<file path="src/rtl/pe_dmem_dma.sv">
// Block-transfer sequencer for DMEM port A: moves a counted run of words between a
// valid/ready stream and consecutive memory addresses, one command at a time.
module pe_dmem_dma #(
  parameter int DATA_WIDTH = 32,
  parameter int ADDR_WIDTH = 12,
  parameter int LEN_WIDTH  = 9
) (
  input  logic                  iClk,
  input  logic                  iReset,
  input  logic                  iCmd_Valid,
  output logic                  oCmd_Ready,
  input  logic                  iCmd_Write,
  input  logic [ADDR_WIDTH-1:0] iCmd_Address,
  input  logic [LEN_WIDTH-1:0]  iCmd_Length,
  input  logic                  iWr_Valid,
  output logic                  oWr_Ready,
  input  logic [DATA_WIDTH-1:0] iWr_Data,
  output logic                  oRd_Valid,
  input  logic                  iRd_Ready,
  output logic [DATA_WIDTH-1:0] oRd_Data,
  output logic                  oBus_Valid,
  output logic                  oBus_Write_Enable,
  output logic [ADDR_WIDTH-1:0] oBus_Address,
  output logic [DATA_WIDTH-1:0] oBus_Write_Data,
  input  logic [DATA_WIDTH-1:0] iBus_Read_Data,
  output logic                  oBusy,
  output logic                  oDone
);

  localparam int RD_DEPTH = 3;

  typedef enum logic [1:0] {S_IDLE, S_WRITE, S_READ, S_DONE} state_t;

  state_t                state_q, state_d;
  logic [ADDR_WIDTH-1:0] addr_q, addr_d;
  logic [LEN_WIDTH-1:0]  rem_q, rem_d;
  logic [LEN_WIDTH-1:0]  issue_cnt_q, issue_cnt_d;
  logic                  inflight_q, inflight_d;
  logic [1:0]            occ_q, occ_d;
  logic [1:0]            rd_ptr_q, rd_ptr_d;
  logic [1:0]            wr_ptr_q, wr_ptr_d;
  logic [DATA_WIDTH-1:0] fifo_q [RD_DEPTH];
  logic [DATA_WIDTH-1:0] fifo_d [RD_DEPTH];

  logic cmd_rdy, wr_rdy, bus_vld, bus_we, done, rd_vld, pop, issue;

  function automatic logic [1:0] ptr_inc(input logic [1:0] p);
    return (p == 2'd2) ? 2'd0 : p + 2'd1;
  endfunction

  always_comb begin
    state_d     = state_q;
    addr_d      = addr_q;
    rem_d       = rem_q;
    issue_cnt_d = issue_cnt_q;
    inflight_d  = 1'b0;
    occ_d       = occ_q;
    rd_ptr_d    = rd_ptr_q;
    wr_ptr_d    = wr_ptr_q;
    fifo_d      = fifo_q;
    cmd_rdy     = 1'b0;
    wr_rdy      = 1'b0;
    bus_vld     = 1'b0;
    bus_we      = 1'b0;
    done        = 1'b0;
    issue       = 1'b0;
    rd_vld      = (occ_q != 2'd0);
    pop         = rd_vld & iRd_Ready;

    // Read data returns one cycle after its request; the issue rule keeps room for it.
    if (inflight_q) begin
      fifo_d[wr_ptr_q] = iBus_Read_Data;
      wr_ptr_d         = ptr_inc(wr_ptr_q);
    end
    if (pop) begin
      rd_ptr_d = ptr_inc(rd_ptr_q);
    end
    occ_d = occ_q + {1'b0, inflight_q} - {1'b0, pop};

    case (state_q)
      S_IDLE: begin
        cmd_rdy = ~iReset;
        if (iCmd_Valid && cmd_rdy) begin
          addr_d      = iCmd_Address & ~ADDR_WIDTH'(3);
          rem_d       = iCmd_Length;
          issue_cnt_d = iCmd_Length;
          if (iCmd_Length == '0) begin
            state_d = S_DONE;
          end else begin
            state_d = iCmd_Write ? S_WRITE : S_READ;
          end
        end
      end
      S_WRITE: begin
        wr_rdy = 1'b1;
        if (iWr_Valid) begin
          bus_vld = 1'b1;
          bus_we  = 1'b1;
          addr_d  = addr_q + ADDR_WIDTH'(4);
          rem_d   = rem_q - LEN_WIDTH'(1);
          if (rem_q == LEN_WIDTH'(1)) begin
            state_d = S_DONE;
          end
        end
      end
      S_READ: begin
        issue = (issue_cnt_q != '0) &&
                (({1'b0, occ_q} + {2'b00, inflight_q}) < 3'd3);
        if (issue) begin
          bus_vld     = 1'b1;
          addr_d      = addr_q + ADDR_WIDTH'(4);
          issue_cnt_d = issue_cnt_q - LEN_WIDTH'(1);
          inflight_d  = 1'b1;
        end
        if (pop) begin
          rem_d = rem_q - LEN_WIDTH'(1);
          if (rem_q == LEN_WIDTH'(1)) begin
            state_d = S_DONE;
          end
        end
      end
      S_DONE: begin
        done    = 1'b1;
        state_d = S_IDLE;
      end
      default: state_d = S_IDLE;
    endcase
  end

  always_ff @(posedge iClk) begin
    if (iReset) begin
      state_q     <= S_IDLE;
      addr_q      <= '0;
      rem_q       <= '0;
      issue_cnt_q <= '0;
      inflight_q  <= 1'b0;
      occ_q       <= 2'd0;
      rd_ptr_q    <= 2'd0;
      wr_ptr_q    <= 2'd0;
      fifo_q      <= '{default: '0};
    end else begin
      state_q     <= state_d;
      addr_q      <= addr_d;
      rem_q       <= rem_d;
      issue_cnt_q <= issue_cnt_d;
      inflight_q  <= inflight_d;
      occ_q       <= occ_d;
      rd_ptr_q    <= rd_ptr_d;
      wr_ptr_q    <= wr_ptr_d;
      fifo_q      <= fifo_d;
    end
  end

  assign oCmd_Ready        = cmd_rdy;
  assign oWr_Ready         = wr_rdy;
  assign oRd_Valid         = rd_vld;
  assign oRd_Data          = fifo_q[rd_ptr_q];
  assign oBus_Valid        = bus_vld;
  assign oBus_Write_Enable = bus_we;
  assign oBus_Address      = addr_q;
  assign oBus_Write_Data   = iWr_Data;
  assign oBusy             = (state_q != S_IDLE);
  assign oDone             = done;

endmodule

</file>
<file path="config.mk">
export PLATFORM = sky130hd
export DESIGN_NAME = pe_dmem_dma
export DESIGN_NICKNAME = d
export VERILOG_FILES = /design/src/rtl/pe_dmem_dma.sv
export SDC_FILE = /design/constraint.sdc
export NUM_CORES = 1
export LEC_CHECK = 0
export CAP_MARGIN = 25
export CORE_UTILIZATION = 50
export CTS_CLUSTER_DIAMETER = 100
export DETAILED_ROUTE_END_ITERATION = 6
export PLACE_DENSITY = 0.81
export SLEW_MARGIN = 25
export SYNTH_ARGS = -nofsm -noshare
export SYNTH_HDL_FRONTEND = slang
export SYNTH_SLANG_ARGS = --single-unit
</file>
<file path="constraint.sdc">
create_clock -name iClk -period 3.1 [get_ports iClk]
set_input_delay 0.93 -clock iClk [delete_from_list [all_inputs] [get_ports iClk]]
set_output_delay 0.93 -clock iClk [all_outputs]
set_load 0.05 [all_outputs]
</file>
==> impl_metrics.yaml, run 1 <==
outcome:
  status: "finished, final reports clean"
finish:
  fin_util_pct: 66.1
  fin_nets: 1019
  final_cells: 1099
  drive_gt1_share_pct: 10.9
  antennaDiodeCount: 0
  areaGrowthSynthToFinish_pct: 28.2
timing:
  hold_violations: 0
  final.setup.tns_ns: 0
  fin_crit_ns: 2.96
  worst_pin_slew_ns: 0.986
  drv_slew: 0
  fmax_ghz: 0.338
  whs_ns: 0.451
  finalSetupViolCount: 0
  rsz0062_at_grt: "no"
  relSlewSlack_pct: 34.3
  fin_worst_skew_ns: 0.00796
  period_share_pct: 95.6
power_and_ir_drop:
  peakVddDrop_uv: 471
  leakage_uw: 0.00289
  power_uw: 6710
  p_per_area_mw_per_mm2: 800
global_route:
  antenna_found_initial: 0
  gr-usage-all-layers_pct: 25.0
  globalRoute.busiestLayer: "met2"
  met2_usage_pct: 40.7
  use_met1_pct: 31.6
  grt_pass1_vias: 5633
  grt_max_degree: 96
  grt_remaining_overflow: 0
  grt_pass1_wl_mm: 26.7
  met3_usage_pct: 5.09
clock_network:
  cts_tree: "done"
  cts.path.max_buffers: 2
  cts.sinks: 133
  cts_max_level: 4
  clk_pin_slew_ns: 0.06
  postCtsHoldBufs: 0
  clock_latency_ns: 0.42
  root_buffer: "clkbuf_16"
  cts_setup_buffers: 0
  cts_buffers: 17
logic_synthesis:
  synth-async-reset-ratio_pct: 0
  syn_avg_cell_area_sq_um: 7.52
  synth_commonest_cells: "251 x nand2_1, 135 x a21oi_1, 133 x dfxtp_1, 53 x clkbuf_1, 53 x o21ai_0"
  synth_area_sq_mm: 0.00654
  ys_types: 58
  synth_enable_flop_cells: 0
  yosysTopAreaCell: "dfxtp_1"
  synth_warnings: 0
  synth_top_area_share_pct: 40.7
  synth_seq_area_share_pct: 40.7
  synth_area_leaders: "dfxtp_1 41%, nand2_1 14%, a21oi_1 10%, mux2i_1 5.7%, o21ai_0 4.1%"
  synth_cells: 869
  ys_ff_latch: 133
  synthFlopType: "dfxtp_1"
  synth.most_common_cell: "nand2_1"
floorplan:
  fp.dieH_um: 116
  fp.dieW_um: 116
  dieArea_sq_mm: 0.0135
  io_pins: 174
  core_area_sq_mm: 0.0127
  start_util_pct: 51.6
  rows: 41
worst_setup_path:
  max_stage_delay_ns: 0.35
  crit_top_cell: "ha_1"
  crit_type: "reg -> out"
  crit_chain: "ha_1 > ha_1 > and2_0 > nor2_2 > a21oi_1 > nor2_1 > buf_12"
  path_max_fanout: 8
  worst_setup_path_end_kind: "output pin"
  worst-path-buf-inv: 1
  start_kind: "flip-flop"
  critPathRequiredTime_ns: 2.17
  cpLargestDelayFamily: "simple AND/OR/NAND/NOR gates"
  crit_path_top_delay_cell: "dfxtp_2"
  crit_arrival_ns: 2.03
route:
  drt_iter0_drc: 544
  wl_per_cell_um: 14.9
  totalWireLength_mm: 16.3
  route.vias.total: 6051
  dr.pass1.iters: 5
  ant_nets: 0
  routed_via_density: 5.51
  remaining_drc_errors: 0
placement:
  place.port_buffers: 105
  dp_hpwl_mm: 10.1
  dpl.cell_count: 1068
  gp_congestion: 0.866
run:
  cap_violations: 0
min_path:
  worstHoldPathType: "reg -> reg"
==> registers in the layout (all words and copies together) (netlist names), 2 cells and up <==
name / flops
fifo_q: 96
oBus_Address: 10
rd_ptr_q: 2
occ_q: 2
rem_q: 9
wr_ptr_q: 2
state_q: 2
issue_cnt_q: 9
==> area by class of cell <==
cell class                      count  area, sq um
Clock buffer                       19          443
Fill cell                        1004         4290
Clock inverter                     12          155
Sequential cell                   133         2670
Multi-Input combinational cell    625         3330
Tap cell                          172          215
Inverter                           19         71.3
Timing Repair Buffer              119         1510
==> report_power, final <==
part | switching [uW] | internal, uW
combinational | 1540 | 996
sequential | 212 | 1920
clock | 752 | 1280
==> metal layers <==
layer	wire length [um]	part of all wire [%]
met1	7100	43
met2	7910	48
met3	1010	6.2
met4	325	2.0
met5	0	0
==> worst min-delay path: stages, from the launching register on <==
cell,delay [ns]
dfxtp_1,0.31
nand2_1,0.05
a21oi_1,0.05
==> placed cells by master, fill, tap and decap left out, types with 3 or more instances in the layout <==
cell,n
a211oi_1,4
a221oi_1,3
nand2b_1,11
mux2i_1,37
dfxtp_1,131
nand4_1,3
o21ai_0,53
nand2_1,251
o32ai_1,5
or2_2,5
clkinv_2,3
nor3_1,6
clkinv_4,3
ha_1,13
clkbuf_16,17
o21ai_1,7
nor2b_1,8
o22ai_1,3
inv_1,18
a21oi_1,135
clkdlybuf4s50_1,68
buf_12,35
nor4_1,7
nor3b_1,3
buf_4,15
nand3_1,8
bufinv_16,3
nor2_2,3
nor2_1,22
==> through the flow <==
step	setup slack, ns	area (sq um)
floorplan	0.0000526	6540
global placement	0.186	7780
detailed placement	0.181	7780
CTS	0.0283	8380
global route	0.0457	8380
finish	0.138	8380
==> cells by family (layout without fill, tap and decap cells) <==
| kind of cell | after synthesis | in the layout | synth area share [%] |
|---|---|---|---|
| AND/OR/NAND/NOR | 342 | 342 | 22.6 |
| AO/OA/AOI/OAI | 227 | 227 | 19.2 |
| flip-flops | 133 | 133 | 40.7 |
| buffers and inverters | 112 | 169 | 8.69 |
| multiplexers | 38 | 38 | 5.84 |
| adder cells (fa/ha/maj) | 13 | 13 | 2.49 |
| XOR/XNOR | 3 | 3 | 0.402 |
| other | 1 | 2 | 0.0574 |
==> path summary, 6_finish.rpt <==
check / end / from / cells after the start / slack, ns
worst max register to register: oBus_Address[2]$_SDFFE_PP0P_ / state_q[0]$_SDFFE_PP0P_ / 9 / 0.91
worst min register to register: fifo_q[85]$_SDFFE_PP0P_ / fifo_q[85]$_SDFFE_PP0P_ / 2 / 0.45
worst max-delay path: oBus_Valid / inflight_q$_SDFF_PP0_ / 7 / 0.14
worst min-delay path: fifo_q[85]$_SDFFE_PP0P_ / fifo_q[85]$_SDFFE_PP0P_ / 2 / 0.45
==> what timing repair did <==
item                       4_1_cts  5_1_grt
hold endpoints to repair         0        0
setup endpoints to repair        1        2
resized for setup                1        2
gates cloned                     0        0
Power figures use the tool's default switching activity.
==> inputs of run 2 (changes only) <==
--- a/config.mk
+++ b/config.mk
@@ -10,6 +10,7 @@
 export CTS_CLUSTER_DIAMETER = 100
 export DETAILED_ROUTE_END_ITERATION = 6
 export PLACE_DENSITY = 0.81
+export REMOVE_ABC_BUFFERS = 1
 export SLEW_MARGIN = 25
 export SYNTH_ARGS = -nofsm -noshare
 export SYNTH_HDL_FRONTEND = slang
==> run 2 against run 1 <==
  * Power shrank 1.2%
  * Combinational power is essentially flat
  * Sequential share of layout area grew 0.062 points
  * Setup slack lost 0.036 ns
  * Cell area shrank 0.19%
  * Clock-buffer cell count grew 3
  * Final cell count is essentially flat
  * Sequential cell count is the same
  * Largest cell class unchanged
  * Highest routed layer unchanged
==> impl_metrics.yaml, run 2 (synthesized netlist as in run 1, its figures left out) <==
finish:
  final_common_cell: "nand2_1"
  areaGrowthSynthToFinish_pct: 28.0
  largest_reg_flops: 96
  nFillCells: 1066
  final_cells: 1098
  mostFrequentLayoutCells: "251 x nand2_1, 135 x a21oi_1, 131 x dfxtp_1"
  fin_nets: 1018
  largest-register: "fifo_q"
  antennaDiodeCount: 0
  fin_util_pct: 66.0
  drive_gt1_share_pct: 10.6
floorplan:
  core_area_sq_mm: 0.0127
  rows: 41
  start_util_pct: 51.6
  fp.dieW_um: 116
  fp.dieH_um: 116
  io_pins: 174
  dieArea_sq_mm: 0.0135
timing:
  worst_pin_slew_ns: 0.786
  finalSetupViolCount: 0
  relSlewSlack_pct: 47.6
  fmax_ghz: 0.334
  fin_worst_skew_ns: 0.00421
  fin_crit_ns: 3.00
  period_share_pct: 96.7
  drv_slew: 0
  rsz0062_at_grt: "no"
  whs_ns: 0.453
  hold_violations: 0
  layout_setup_ws_ns: 0.102
worst_setup_path:
  path_max_fanout: 8
  crit_type: "reg -> out"
  critPathRequiredTime_ns: 2.17
  start_kind: "flip-flop"
  r2r_cells: 8
  crit_arrival_ns: 2.07
  worst_setup_path_end_kind: "output pin"
clock_network:
  postCtsHoldBufs: 0
  clk_pin_slew_ns: 0.05
  root_buffer: "clkbuf_16"
  cts_buffers: 17
  cts_tree: "done"
  cts.repair.resized: 2
  clock_latency_ns: 0.42
  cts.sinks: 133
  cts.path.max_buffers: 2
  cts_setup_buffers: 0
  cts_max_level: 4
power_and_ir_drop:
  p_per_area_mw_per_mm2: 792
  seqPwrFrac_pct: 32.7
  comb_power_share_pct: 38.0
  switching_share_pct: 37.4
  leakage_uw: 0.00287
  peakVddDrop_uv: 703
  pwr-share-clk_pct: 29.3
  p_int_uw: 4150
  p_switching_uw: 2480
global_route:
  grt_remaining_overflow: 0
  grt_pass1_vias: 5377
  grt_max_degree: 106
  antenna_found_initial: 0
  gr-usage-all-layers_pct: 25.6
  grt_pass1_wl_mm: 26.6
outcome:
  status: "finished, final reports clean"
route:
  drt_iter0_drc: 511
  totalWireLength_mm: 16.9
  dr.pass1.iters: 5
  wl_per_cell_um: 15.4
  routed_via_density: 5.44
  route.vias.total: 5976
  remaining_drc_errors: 0
  ant_nets: 0
run:
  cap_violations: 0
placement:
  dpl.cell_count: 1067
  dp_hpwl_mm: 10.9
  place.port_buffers: 105
  gp_congestion: 0.898
  place_ws_ns: 0.175
min_path:
  worstHoldPathType: "reg -> reg"
  holdPathStages: 2
[run 2: power groups by stage]
stage,Sequential [uW],Clock (uW),Combinational (uW)
6_report,2170,1940,2520
5_1_grt,2200,2040,2730
4_1_cts,2160,1960,2520
3_5_place_dp,2200,0,2510
3_3_place_gp,2190,0,2470
2_1_floorplan,2330,0,1500
[run 2: area by class of cell]
class / count / area, sq um / area share (%)
multi-input combinational: 625 / 3330 / 39.8
sequential: 133 / 2670 / 31.9
timing repair buffer: 118 / 1520 / 18.2
clock buffer: 22 / 464 / 5.55
tap: 172 / 215 / 2.57
clock inverter: 9 / 104 / 1.24
inverter: 19 / 71.3 / 0.853
[run 2: worst paths after layout]
check,startpoint,end,slack (ns)
setup / recovery,inflight_q$_SDFF_PP0_,oBus_Valid,0.10
hold / removal,fifo_q[90]$_SDFFE_PP0P_,fifo_q[90]$_SDFFE_PP0P_,0.45
setup reg to reg,state_q[0]$_SDFFE_PP0P_,issue_cnt_q[0]$_SDFFE_PP0P_,0.93
hold reg to reg,fifo_q[90]$_SDFFE_PP0P_,fifo_q[90]$_SDFFE_PP0P_,0.45
[run 2: stage by stage]
stage	setup TNS [ns]	instance area [sq um]	total power (uW)
final	0	8370	6620
after global routing	0	8370	6970
after CTS	0	8360	6640
after detailed placement	0	7790	4700
after global placement	0	7790	4660
after floorplan	-18.70	6040	3830
[run 2: per-layer routing]
metal	wire, um	up-vias	share of wire (%)	GRT usage (%)
met4	205	0	1.2	7.61
met1	7440	2773	44	31.3
met2	7860	208	46	41.6
met5	0	-	0	1.48
met3	1410	21	8.3	9.65
li1	-	2974	-	-
[run 2: critical path: stages, from the launching register on]
cell     delay (ns)
dfxtp_2        0.35
ha_1           0.21
ha_1           0.26
and2_0         0.22
nor2_2         0.18
a21oi_1        0.09
nor2_1         0.18
buf_12         0.17
